## src/rtl/commutation_monitor.sv

```systemverilog
// Gate-word guard between the commutation FSM and the gate drivers: decodes the
// connected phase, checks shoot-through/overlap/dead-time/open rules, latches faults.
module commutation_monitor #(
  parameter int unsigned TOFF_MIN = 9,
  parameter int unsigned TON_MIN  = 1,
  parameter int unsigned OPEN_MAX = 64,
  parameter int unsigned CW       = 8
) (
  input  logic        clk,
  input  logic        rst,
  input  logic [5:0]  gate_in,
  input  logic        fault_clr,
  output logic [5:0]  gate_out,
  output logic [1:0]  conn_phase,
  output logic        fault,
  output logic [2:0]  fault_code,
  output logic [15:0] comm_cnt
);

  typedef enum logic [1:0] {
    ST_IDLE  = 2'b00,
    ST_RUN   = 2'b01,
    ST_FAULT = 2'b10
  } state_t;

  localparam logic [CW-1:0] CNT_MAX   = {CW{1'b1}};
  localparam logic [CW-1:0] TOFF_C    = CW'(TOFF_MIN);
  localparam logic [CW-1:0] TON_C     = CW'(TON_MIN);
  localparam logic [CW-1:0] OPEN_LAST = CW'(OPEN_MAX - 1);

  state_t        state_q, state_d;
  logic [5:0]    prev_q, gate_out_q, gate_out_d;
  logic [CW-1:0] off_cnt_q, off_cnt_d, on_cnt_q, on_cnt_d, open_cnt_q, open_cnt_d;
  logic [1:0]    conn_phase_q, conn_phase_d, last_phase_q, last_phase_d;
  logic          fault_q, fault_d;
  logic [2:0]    fault_code_q, fault_code_d, viol_code_s;
  logic [15:0]   comm_cnt_q, comm_cnt_d;
  logic          rise_s, fall_s, viol_s, clear_s;

  function automatic logic [2:0] pop3(input logic [2:0] v);
    pop3 = {2'b00, v[0]} + {2'b00, v[1]} + {2'b00, v[2]};
  endfunction

  // A forward and a reverse switch on different phases; only the single F[k]&R[k] pair is safe.
  function automatic logic shoot_through(input logic [5:0] g);
    logic [2:0] f, r;
    f = {g[5], g[3], g[1]};
    r = {g[4], g[2], g[0]};
    shoot_through = (|f) & (|r) & ~((f == r) & $onehot(f));
  endfunction

  function automatic logic overlap(input logic [5:0] g);
    logic [2:0] nf, nr;
    nf = pop3({g[5], g[3], g[1]});
    nr = pop3({g[4], g[2], g[0]});
    overlap = (nf > 3'd2) | (nr > 3'd2) | ((nf + nr) > 3'd3);
  endfunction

  function automatic logic [1:0] decode_phase(input logic [5:0] g);
    case (g)
      6'b110000: decode_phase = 2'b01;
      6'b001100: decode_phase = 2'b10;
      6'b000011: decode_phase = 2'b11;
      default:   decode_phase = 2'b00;
    endcase
  endfunction

  assign rise_s  = |(gate_in & ~prev_q);
  assign fall_s  = |(prev_q & ~gate_in);
  assign clear_s = fault_clr & (gate_in == 6'b000000);
  assign viol_s  = (viol_code_s != 3'b000);

  // Violation classification, highest-priority cause first; checks use pre-update counters.
  always_comb begin
    viol_code_s = 3'b000;
    if (state_q == ST_FAULT) begin
      viol_code_s = 3'b000;
    end else if (shoot_through(gate_in)) begin
      viol_code_s = 3'b001;
    end else if (overlap(gate_in)) begin
      viol_code_s = 3'b010;
    end else if (rise_s && (off_cnt_q < TOFF_C)) begin
      viol_code_s = 3'b011;
    end else if (fall_s && (on_cnt_q < TON_C)) begin
      viol_code_s = 3'b100;
    end else if ((state_q == ST_RUN) && (gate_in == 6'b000000) && (open_cnt_q == OPEN_LAST)) begin
      viol_code_s = 3'b101;
    end else begin
      viol_code_s = 3'b000;
    end
  end

  // Saturating dead-time and open-interval counters.
  always_comb begin
    off_cnt_d  = fall_s ? {CW{1'b0}} : ((off_cnt_q == CNT_MAX) ? off_cnt_q : off_cnt_q + 1'b1);
    on_cnt_d   = rise_s ? {CW{1'b0}} : ((on_cnt_q == CNT_MAX) ? on_cnt_q : on_cnt_q + 1'b1);
    open_cnt_d = {CW{1'b0}};
    if ((state_q == ST_RUN) && (gate_in == 6'b000000)) begin
      open_cnt_d = (open_cnt_q == CNT_MAX) ? open_cnt_q : open_cnt_q + 1'b1;
    end else begin
      open_cnt_d = {CW{1'b0}};
    end
  end

  // FSM state register.
  always_ff @(posedge clk or negedge rst) begin
    if (!rst) begin
      state_q <= ST_IDLE;
    end else begin
      state_q <= state_d;
    end
  end

  // FSM next-state logic.
  always_comb begin
    state_d = state_q;
    case (state_q)
      ST_IDLE: begin
        if (viol_s) begin
          state_d = ST_FAULT;
        end else if (gate_in != 6'b000000) begin
          state_d = ST_RUN;
        end else begin
          state_d = ST_IDLE;
        end
      end
      ST_RUN: begin
        if (viol_s) begin
          state_d = ST_FAULT;
        end else begin
          state_d = ST_RUN;
        end
      end
      ST_FAULT: begin
        if (clear_s) begin
          state_d = ST_IDLE;
        end else begin
          state_d = ST_FAULT;
        end
      end
      default: state_d = ST_FAULT;
    endcase
  end

  // FSM output logic: the offending word is never forwarded.
  always_comb begin
    gate_out_d   = gate_in;
    conn_phase_d = 2'b00;
    fault_d      = fault_q;
    fault_code_d = fault_code_q;
    comm_cnt_d   = comm_cnt_q;
    last_phase_d = last_phase_q;
    if ((state_q == ST_FAULT) || viol_s) begin
      gate_out_d = 6'b000000;
    end else begin
      gate_out_d = gate_in;
    end
    if (state_q == ST_FAULT) begin
      conn_phase_d = 2'b00;
    end else begin
      conn_phase_d = decode_phase(gate_out_d);
    end
    if (viol_s) begin
      fault_d      = 1'b1;
      fault_code_d = viol_code_s;
    end else if ((state_q == ST_FAULT) && clear_s) begin
      fault_d      = 1'b0;
      fault_code_d = 3'b000;
    end else begin
      fault_d      = fault_q;
      fault_code_d = fault_code_q;
    end
    if ((conn_phase_d != 2'b00) && (conn_phase_d != last_phase_q)) begin
      comm_cnt_d   = comm_cnt_q + 16'd1;
      last_phase_d = conn_phase_d;
    end else begin
      comm_cnt_d   = comm_cnt_q;
      last_phase_d = last_phase_q;
    end
  end

  // Datapath and output registers; timing counters start saturated.
  always_ff @(posedge clk or negedge rst) begin
    if (!rst) begin
      prev_q       <= 6'b000000;
      off_cnt_q    <= CNT_MAX;
      on_cnt_q     <= CNT_MAX;
      open_cnt_q   <= {CW{1'b0}};
      gate_out_q   <= 6'b000000;
      conn_phase_q <= 2'b00;
      last_phase_q <= 2'b00;
      fault_q      <= 1'b0;
      fault_code_q <= 3'b000;
      comm_cnt_q   <= 16'd0;
    end else begin
      prev_q       <= gate_in;
      off_cnt_q    <= off_cnt_d;
      on_cnt_q     <= on_cnt_d;
      open_cnt_q   <= open_cnt_d;
      gate_out_q   <= gate_out_d;
      conn_phase_q <= conn_phase_d;
      last_phase_q <= last_phase_d;
      fault_q      <= fault_d;
      fault_code_q <= fault_code_d;
      comm_cnt_q   <= comm_cnt_d;
    end
  end

  assign gate_out   = gate_out_q;
  assign conn_phase = conn_phase_q;
  assign fault      = fault_q;
  assign fault_code = fault_code_q;
  assign comm_cnt   = comm_cnt_q;

endmodule

```

## config.mk

```make
export PLATFORM = sky130hd
export DESIGN_NAME = commutation_monitor
export DESIGN_NICKNAME = d
export VERILOG_FILES = /design/src/rtl/commutation_monitor.sv
export SDC_FILE = /design/constraint.sdc
export NUM_CORES = 1
export LEC_CHECK = 0
export CORE_ASPECT_RATIO = 0.7
export CORE_MARGIN = 10
export CORE_UTILIZATION = 30
export CTS_BUF_LIST = sky130_fd_sc_hd__clkbuf_4
export DETAILED_ROUTE_END_ITERATION = 8
export GPL_TIMING_DRIVEN = 1
export PLACE_DENSITY = 0.56
export SLEW_MARGIN = 10
export SYNTH_ARGS = -nofsm -noshare
export SYNTH_HDL_FRONTEND = slang
export SYNTH_SLANG_ARGS = --single-unit
```

## constraint.sdc

```tcl
create_clock -name clk -period 3 [get_ports clk]
set_input_delay 0.3 -clock clk [delete_from_list [all_inputs] [get_ports clk]]
set_output_delay 0.3 -clock clk [all_outputs]
set_load 0.01 [all_outputs]
```

==> out/results.tsv, run 1 <==
stage	metric	value	unit
worst_setup_path	crit_type	in -> reg	
synth	synth-edff-count	0	
clocking	cts_hold_buf	1	
timing	fmax	0.364	GHz
timing	fin_skew	21.7	ps
worst_setup_path	cp_data_arrival_time	3070	ps
timing	finalCritPeriodShare	91.5	%
status	outcome	finished clean	
timing	setup_ws	254	ps
timing	worst_pin_slew	905	ps
timing	post-route-min-period	2750	ps
floorplan	top_level_ports	37	
synth	avgSynthCellArea	10.5	um^2
clocking	htree_levels	3	
synth	ys_seq_area_share	48.0	%
worst_setup_path	cp-end-kind	flop	
worst_setup_path	start_kind	primary input	
synth	synthDistinctLibCells	62	
synth	synth_fp_nets	332	
clocking	cts_sinks	62	
grt	antenna_found_initial	1	
placement	dp_slack	-154	ps
timing	holdWs	471	ps
clocking	cts_setup_buffers	0	
placement	io_buffers	36	
route	dr.pass1.iters	4	
floorplan	rows	31	
synth	synth_cells	311	
timing	slew_violations	0	
route	drt_iter0_drc	131	
grt	grt_util_all_layers	9.87	%
placement	dp.final_hpwl	5750	um
timing	setup_viol	0	
cells_and_area	post-route-util	39.0	%
route	wl_per_cell	14.5	um
clocking	clockRootBuffer	clkbuf_4	
timing	slew_headroom	39.5	%
timing	final_hold_viol_count	0	
synth	yosys_warnings	0	
grt	grt_pass1_vias	2442	
grt	overflow	0	
job	drv_cap	0	
grt	grt_max_degree	34	
cells_and_area	synthToLayoutAreaGrowth	25.2	%
grt	grt_pass1_wl	12500	um
route	num_vias	2537	
placement	gp_congestion	0.772	
synth	synth-main-ff-cell	dfrtp_1	
synth	synth-async-reset-ratio	100	%
timing	rsz0062_at_grt	false	
route	drc_errors	0	
floorplan	initial_core_util	31.2	%
floorplan	die_w	145	um
worst_setup_path	cp.required	3320	ps
clocking	clk_latency	420	ps
worst_setup_path	crit_fanout	5	
clocking	cts_resized	0	
cells_and_area	layout-drive-gt1-share	18.6	%
clocking	cts_tree	yes	
clocking	cts.path.max_buffers	2	
floorplan	die_h	107	um
floorplan	core	0.0105	mm^2
power	power.total	1680	uW
min_path	min_path_type	reg -> reg	
synth	syn_area	0.00328	mm^2
cells_and_area	fin_nets	392	
floorplan	dieArea	0.0156	mm^2
route	avgViaCountPerCell	4.83	
power	leakage	0.00176	uW
route	final_antenna_net_count	0	
clocking	numCtsBuffers	9	
route	wl	7590	um
clocking	cts.clk_slew.worst_paths	90	ps
synth	ys_seq_elements	62	
power	ir_drop	208	uV
power	pwr_density_cell	409	mW/mm^2
## cell usage in the layout, fill, tap and decap left out, types with 5 or more instances in the layout
cell type	count
dfstp_2	16
nand4_1	10
nor2_1	21
clkdlybuf4s50_1	35
clkinv_1	5
and3_1	20
a31oi_1	5
nor3_1	7
xor2_1	8
clkbuf_4	9
dfrtp_1	46
xnor2_1	12
nor4_1	8
a21oi_1	11
o21ai_0	10
nand2_1	11
ha_1	10
nand3_1	19
buf_4	21
inv_1	17
## state kept, by name, summed over array words and instances, names as in the netlist, 2 cells and up
signal	cells
gate_out	6
last_phase_q	2
comm_cnt	16
state_q	2
prev_q	6
open_cnt_q	8
fault_code	3
conn_phase	2
on_cnt_q	8
off_cnt_q	8
## critical path: stages
cell,delay (ps)
clkdlybuf4s50_1,500
inv_2,60
fa_1,440
inv_1,70
ha_1,220
a21boi_0,150
o21ai_0,150
a31oi_1,280
nand2_1,120
buf_4,180
nor4_2,430
o21bai_1,180
## cells in the mapped netlist, drive strengths merged (3+ instances only)
cell type / n / area [um^2]
a21boi: 3 / 22.5
nand3: 20 / 113
nor3: 7 / 35.0
o22ai: 4 / 31.3
nor4: 14 / 143
o21bai: 4 / 30.0
or3: 4 / 25.0
inv: 18 / 67.6
a31oi: 5 / 31.3
dfstp: 16 / 420
buf: 5 / 32.5
xnor2: 12 / 105
o21ai: 10 / 50.1
a22o: 3 / 26.3
ha: 10 / 125
and3: 20 / 125
clkbuf: 5 / 18.8
nor2: 21 / 78.8
nand2b: 4 / 25.0
nand3b: 4 / 30.0
a21oi: 11 / 55.1
nand2: 12 / 47.6
dfrtp: 46 / 1150
nand4: 10 / 62.6
xor2: 8 / 70.1
## layout make-up
type	instances	area [um^2]
flip-flops and latches	62	1570
well taps	148	185
diodes	1	2.50
clock buffers	9	67.6
multi-input cells	221	1590
inverters	18	67.6
repair buffers	59	543
fillers	1041	6410
clock inverters	7	78.8
## through the flow
| step | setup TNS (ps) | cell area (um^2) | instances |
|---|---|---|---|
| 6_report | 0 | 4100 | 525 |
| 5_1_grt | 0 | 4100 | 525 |
| 4_1_cts | 0 | 4100 | 524 |
| 3_5_place_dp | -972 | 3940 | 507 |
| 3_3_place_gp | -372 | 3940 | 507 |
| 2_1_floorplan | 0 | 3280 | 311 |
## worst paths after layout
kind | start | endpoint | slack [ps] | cells past startpoint
min | comm_cnt[15] | comm_cnt[15] | 470 | 1
max reg2reg | on_cnt_q[0] | last_phase_q[0] | 760 | 8
max | gate_in[1] | last_phase_q[0] | 250 | 12
min reg2reg | comm_cnt[15] | comm_cnt[15] | 470 | 1
min in group asynchronous | rst | gate_out[1] | 490 | 2
max in group asynchronous | rst | on_cnt_q[3] | 1820 | 3
## metal layers
layer | share of wire, % | up-vias | global-route usage, %
met5 | 0 | - | 0
met4 | 0.59 | 0 | 4.22
met1 | 52 | 1225 | 13.5
met2 | 44 | 46 | 14.2
li1 | - | 1264 | -
met3 | 3.2 | 2 | 2.77
## cell families after synthesis
kind of cell               Yosys count  share of synthesized area, %
AOI/OAI and AO/OA                   53                          11.6
xor gates and xnor gates            20                          5.35
adders and majority gates           12                          5.04
buffers and inverters               28                          3.63
DFF                                 62                          48.0
muxes                                2                         0.764
and+or+nand+nor                    134                          25.7
## power breakdown
part           total [uW]  internal [uW]  leakage [uW]  switching (uW)
sequential            866            855      0.000776            11.8
combinational         185           82.2      0.000908             103
clock                 625            325     0.0000775             301
Note: power is estimated with default switching activity, not from simulation.
==> inputs of run 2 (changes only) <==
--- a/config.mk
+++ b/config.mk
@@ -8,7 +8,7 @@
 export CORE_ASPECT_RATIO = 0.7
 export CORE_MARGIN = 10
 export CORE_UTILIZATION = 30
-export CTS_BUF_LIST = sky130_fd_sc_hd__clkbuf_4
+export CTS_CLUSTER_SIZE = 24
 export DETAILED_ROUTE_END_ITERATION = 8
 export GPL_TIMING_DRIVEN = 1
 export PLACE_DENSITY = 0.56
==> run 2 against run 1 <==
  * Core utilization is 2.0 points higher
  * Routed wire length is 1.5% higher
  * Worst hold slack worse by 420 ps
  * Combinational power hardly changed
  * Via count is 0.67% lower
  * Largest cell class unchanged
==> out/results.tsv, run 2 (same netlist as run 1, synthesis figures left out) <==
stage	metric	value	unit
cells_and_area	antenna_cells	0	
timing	worst_pin_slew	1050	ps
timing	setup_viol	0	
worst_setup_path	crit_chain	clkdlybuf4s50_1, inv_2, fa_1, inv_1, ha_1, a21boi_0, o21ai_0, a31oi_1, nand2_1, buf_4, nor4_4, o21bai_1	
floorplan	die_w	145	um
placement	io_buffers	36	
power	pwr_density_cell	521	mW/mm^2
worst_setup_path	cp-end-kind	flop	
floorplan	dieArea	0.0156	mm^2
power	ir_drop	263	uV
route	num_vias	2520	
min_path	min_path_type	in -> async	
worst_setup_path	cp_data_arrival_time	2990	ps
cells_and_area	layout_common_cells	dfrtp_1, clkdlybuf4s50_1, nor2_1, buf_4, and3_1	
timing	setup_ws	254	ps
power	comb_power_share	8.3	%
grt	antenna_found_initial	0	
placement	gp_congestion	0.772	
placement	dp_slack	-154	ps
cells_and_area	synthToLayoutAreaGrowth	31.7	%
grt	grt_util_all_layers	9.86	%
clocking	clk_latency	330	ps
grt	overflow	0	
worst_setup_path	crit_fanout	5	
grt	grt_max_degree	34	
cells_and_area	layout_commonest_cell	dfrtp_1	
status	outcome	finished clean	
timing	finalSetupTns	0	ps
floorplan	initial_core_util	31.2	%
power	clkPwrFrac	53.1	%
timing	rsz0062_at_grt	false	
clocking	htree_levels	3	
clocking	clockRootBuffer	clkbuf_16	
worst_setup_path	max_stage_delay	500	ps
clocking	cts_sinks	62	
clocking	cts.path.max_buffers	2	
cells_and_area	n_fill_cell	1017	
route	final_antenna_net_count	0	
power	power.switching	472	uW
route	wl_per_cell	14.7	um
clocking	numCtsBuffers	9	
timing	holdWs	54.6	ps
grt	grt_pass1_wl	12600	um
route	drt_iter0_drc	122	
clocking	cts.clk_slew.worst_paths	50	ps
floorplan	top_level_ports	37	
worst_setup_path	cp_slowest_cell	clkdlybuf4s50_1	
power	p_int	1780	uW
floorplan	core	0.0105	mm^2
worst_setup_path	crit_type	in -> reg	
job	drv_cap	0	
worst_setup_path	start_kind	primary input	
floorplan	die_h	107	um
power	switching_share	21.0	%
worst_setup_path	cp.required	3240	ps
timing	post-route-min-period	2750	ps
route	avgViaCountPerCell	4.82	
placement	dp.final_hpwl	5750	um
grt	grt_pass1_vias	2449	
timing	fin_skew	9.71	ps
cells_and_area	largest_register_ffs	16	
cells_and_area	layout-drive-gt1-share	20.0	%
power	p_seq_share	38.6	%
route	dr.pass1.iters	4	
cells_and_area	fin_nets	391	
power	leakage	0.00188	uW
route	wl	7710	um
clocking	cts_setup_buffers	0	
timing	slew_headroom	29.7	%
timing	slew_violations	0	
route	drc_errors	0	
timing	finalCritPeriodShare	91.5	%
timing	final_hold_viol_count	0	
floorplan	rows	31	
timing	fmax	0.364	GHz
clocking	cts_tree	yes	
power	power.total	2250	uW
==> run 2: metrics by stage <==
step	cells	area [um^2]	util [%]
6_report	523	4320	41.1
5_1_grt	523	4320	41.1
4_1_cts	523	4300	40.9
3_5_place_dp	507	3940	37.5
3_3_place_gp	507	3940	37.5
2_1_floorplan	311	3280	-
==> run 2: path summary, 6_finish.rpt <==
kind / start / endpoint / slack, ps / cells past startpoint
worst max-delay path: gate_in[1] / last_phase_q[0] / 250 / 12
worst min-delay path: rst / gate_out[1] / 50 / 1
worst max register to register: on_cnt_q[0] / last_phase_q[0] / 780 / 8
worst min register to register: comm_cnt[15] / comm_cnt[15] / 470 / 1
max in group asynchronous: rst / on_cnt_q[3] / 2260 / 2
min in group clk: comm_cnt[15] / comm_cnt[15] / 470 / 1
==> run 2: per-layer routing <==
metal  track usage, %  wire length (um)  part of all wire (%)  vias to the layer above
met2             14.3              3420                    44                       37
met1             13.6              4000                    52                     1217
met3             3.07               248                   3.2                        2
met4             3.13                44                  0.57                        0
met5                0                 0                     0                        -
li1                 -                 -                     -                     1264
==> run 2: critical path, delay by kind of cell <==
kind            cells  cell delay, ps
buf+inv             4             820
compound gates      4             750
fa+ha+maj           2             660
simple gates        2             470
==> run 2: final cells by class <==
cell class / count / area (um^2) / share of cell area [%]
sequential: 62 / 1570 / 36.4
clock buffer: 14 / 294 / 6.81
tap: 148 / 185 / 4.29
multi-input combinational: 221 / 1600 / 37.2
timing repair buffer: 58 / 533 / 12.4
clock inverter: 2 / 60.1 / 1.39
inverter: 18 / 67.6 / 1.57
==> run 2: power groups by stage <==
| stage | combinational [uW] | sequential [uW] | clock [uW] |
|---|---|---|---|
| after floorplan | 87.2 | 883 | 0 |
| after global placement | 185 | 882 | 0 |
| after detailed placement | 187 | 882 | 0 |
| after CTS | 188 | 869 | 1220 |
| after global routing | 206 | 870 | 1260 |
| final | 187 | 869 | 1190 |
==> run 2: what timing repair did <==
action | 4_1_cts | 5_1_grt
gates resized for setup | 0 | 2
hold buffers | 0 | 0
setup endpoints to repair | 0 | 2
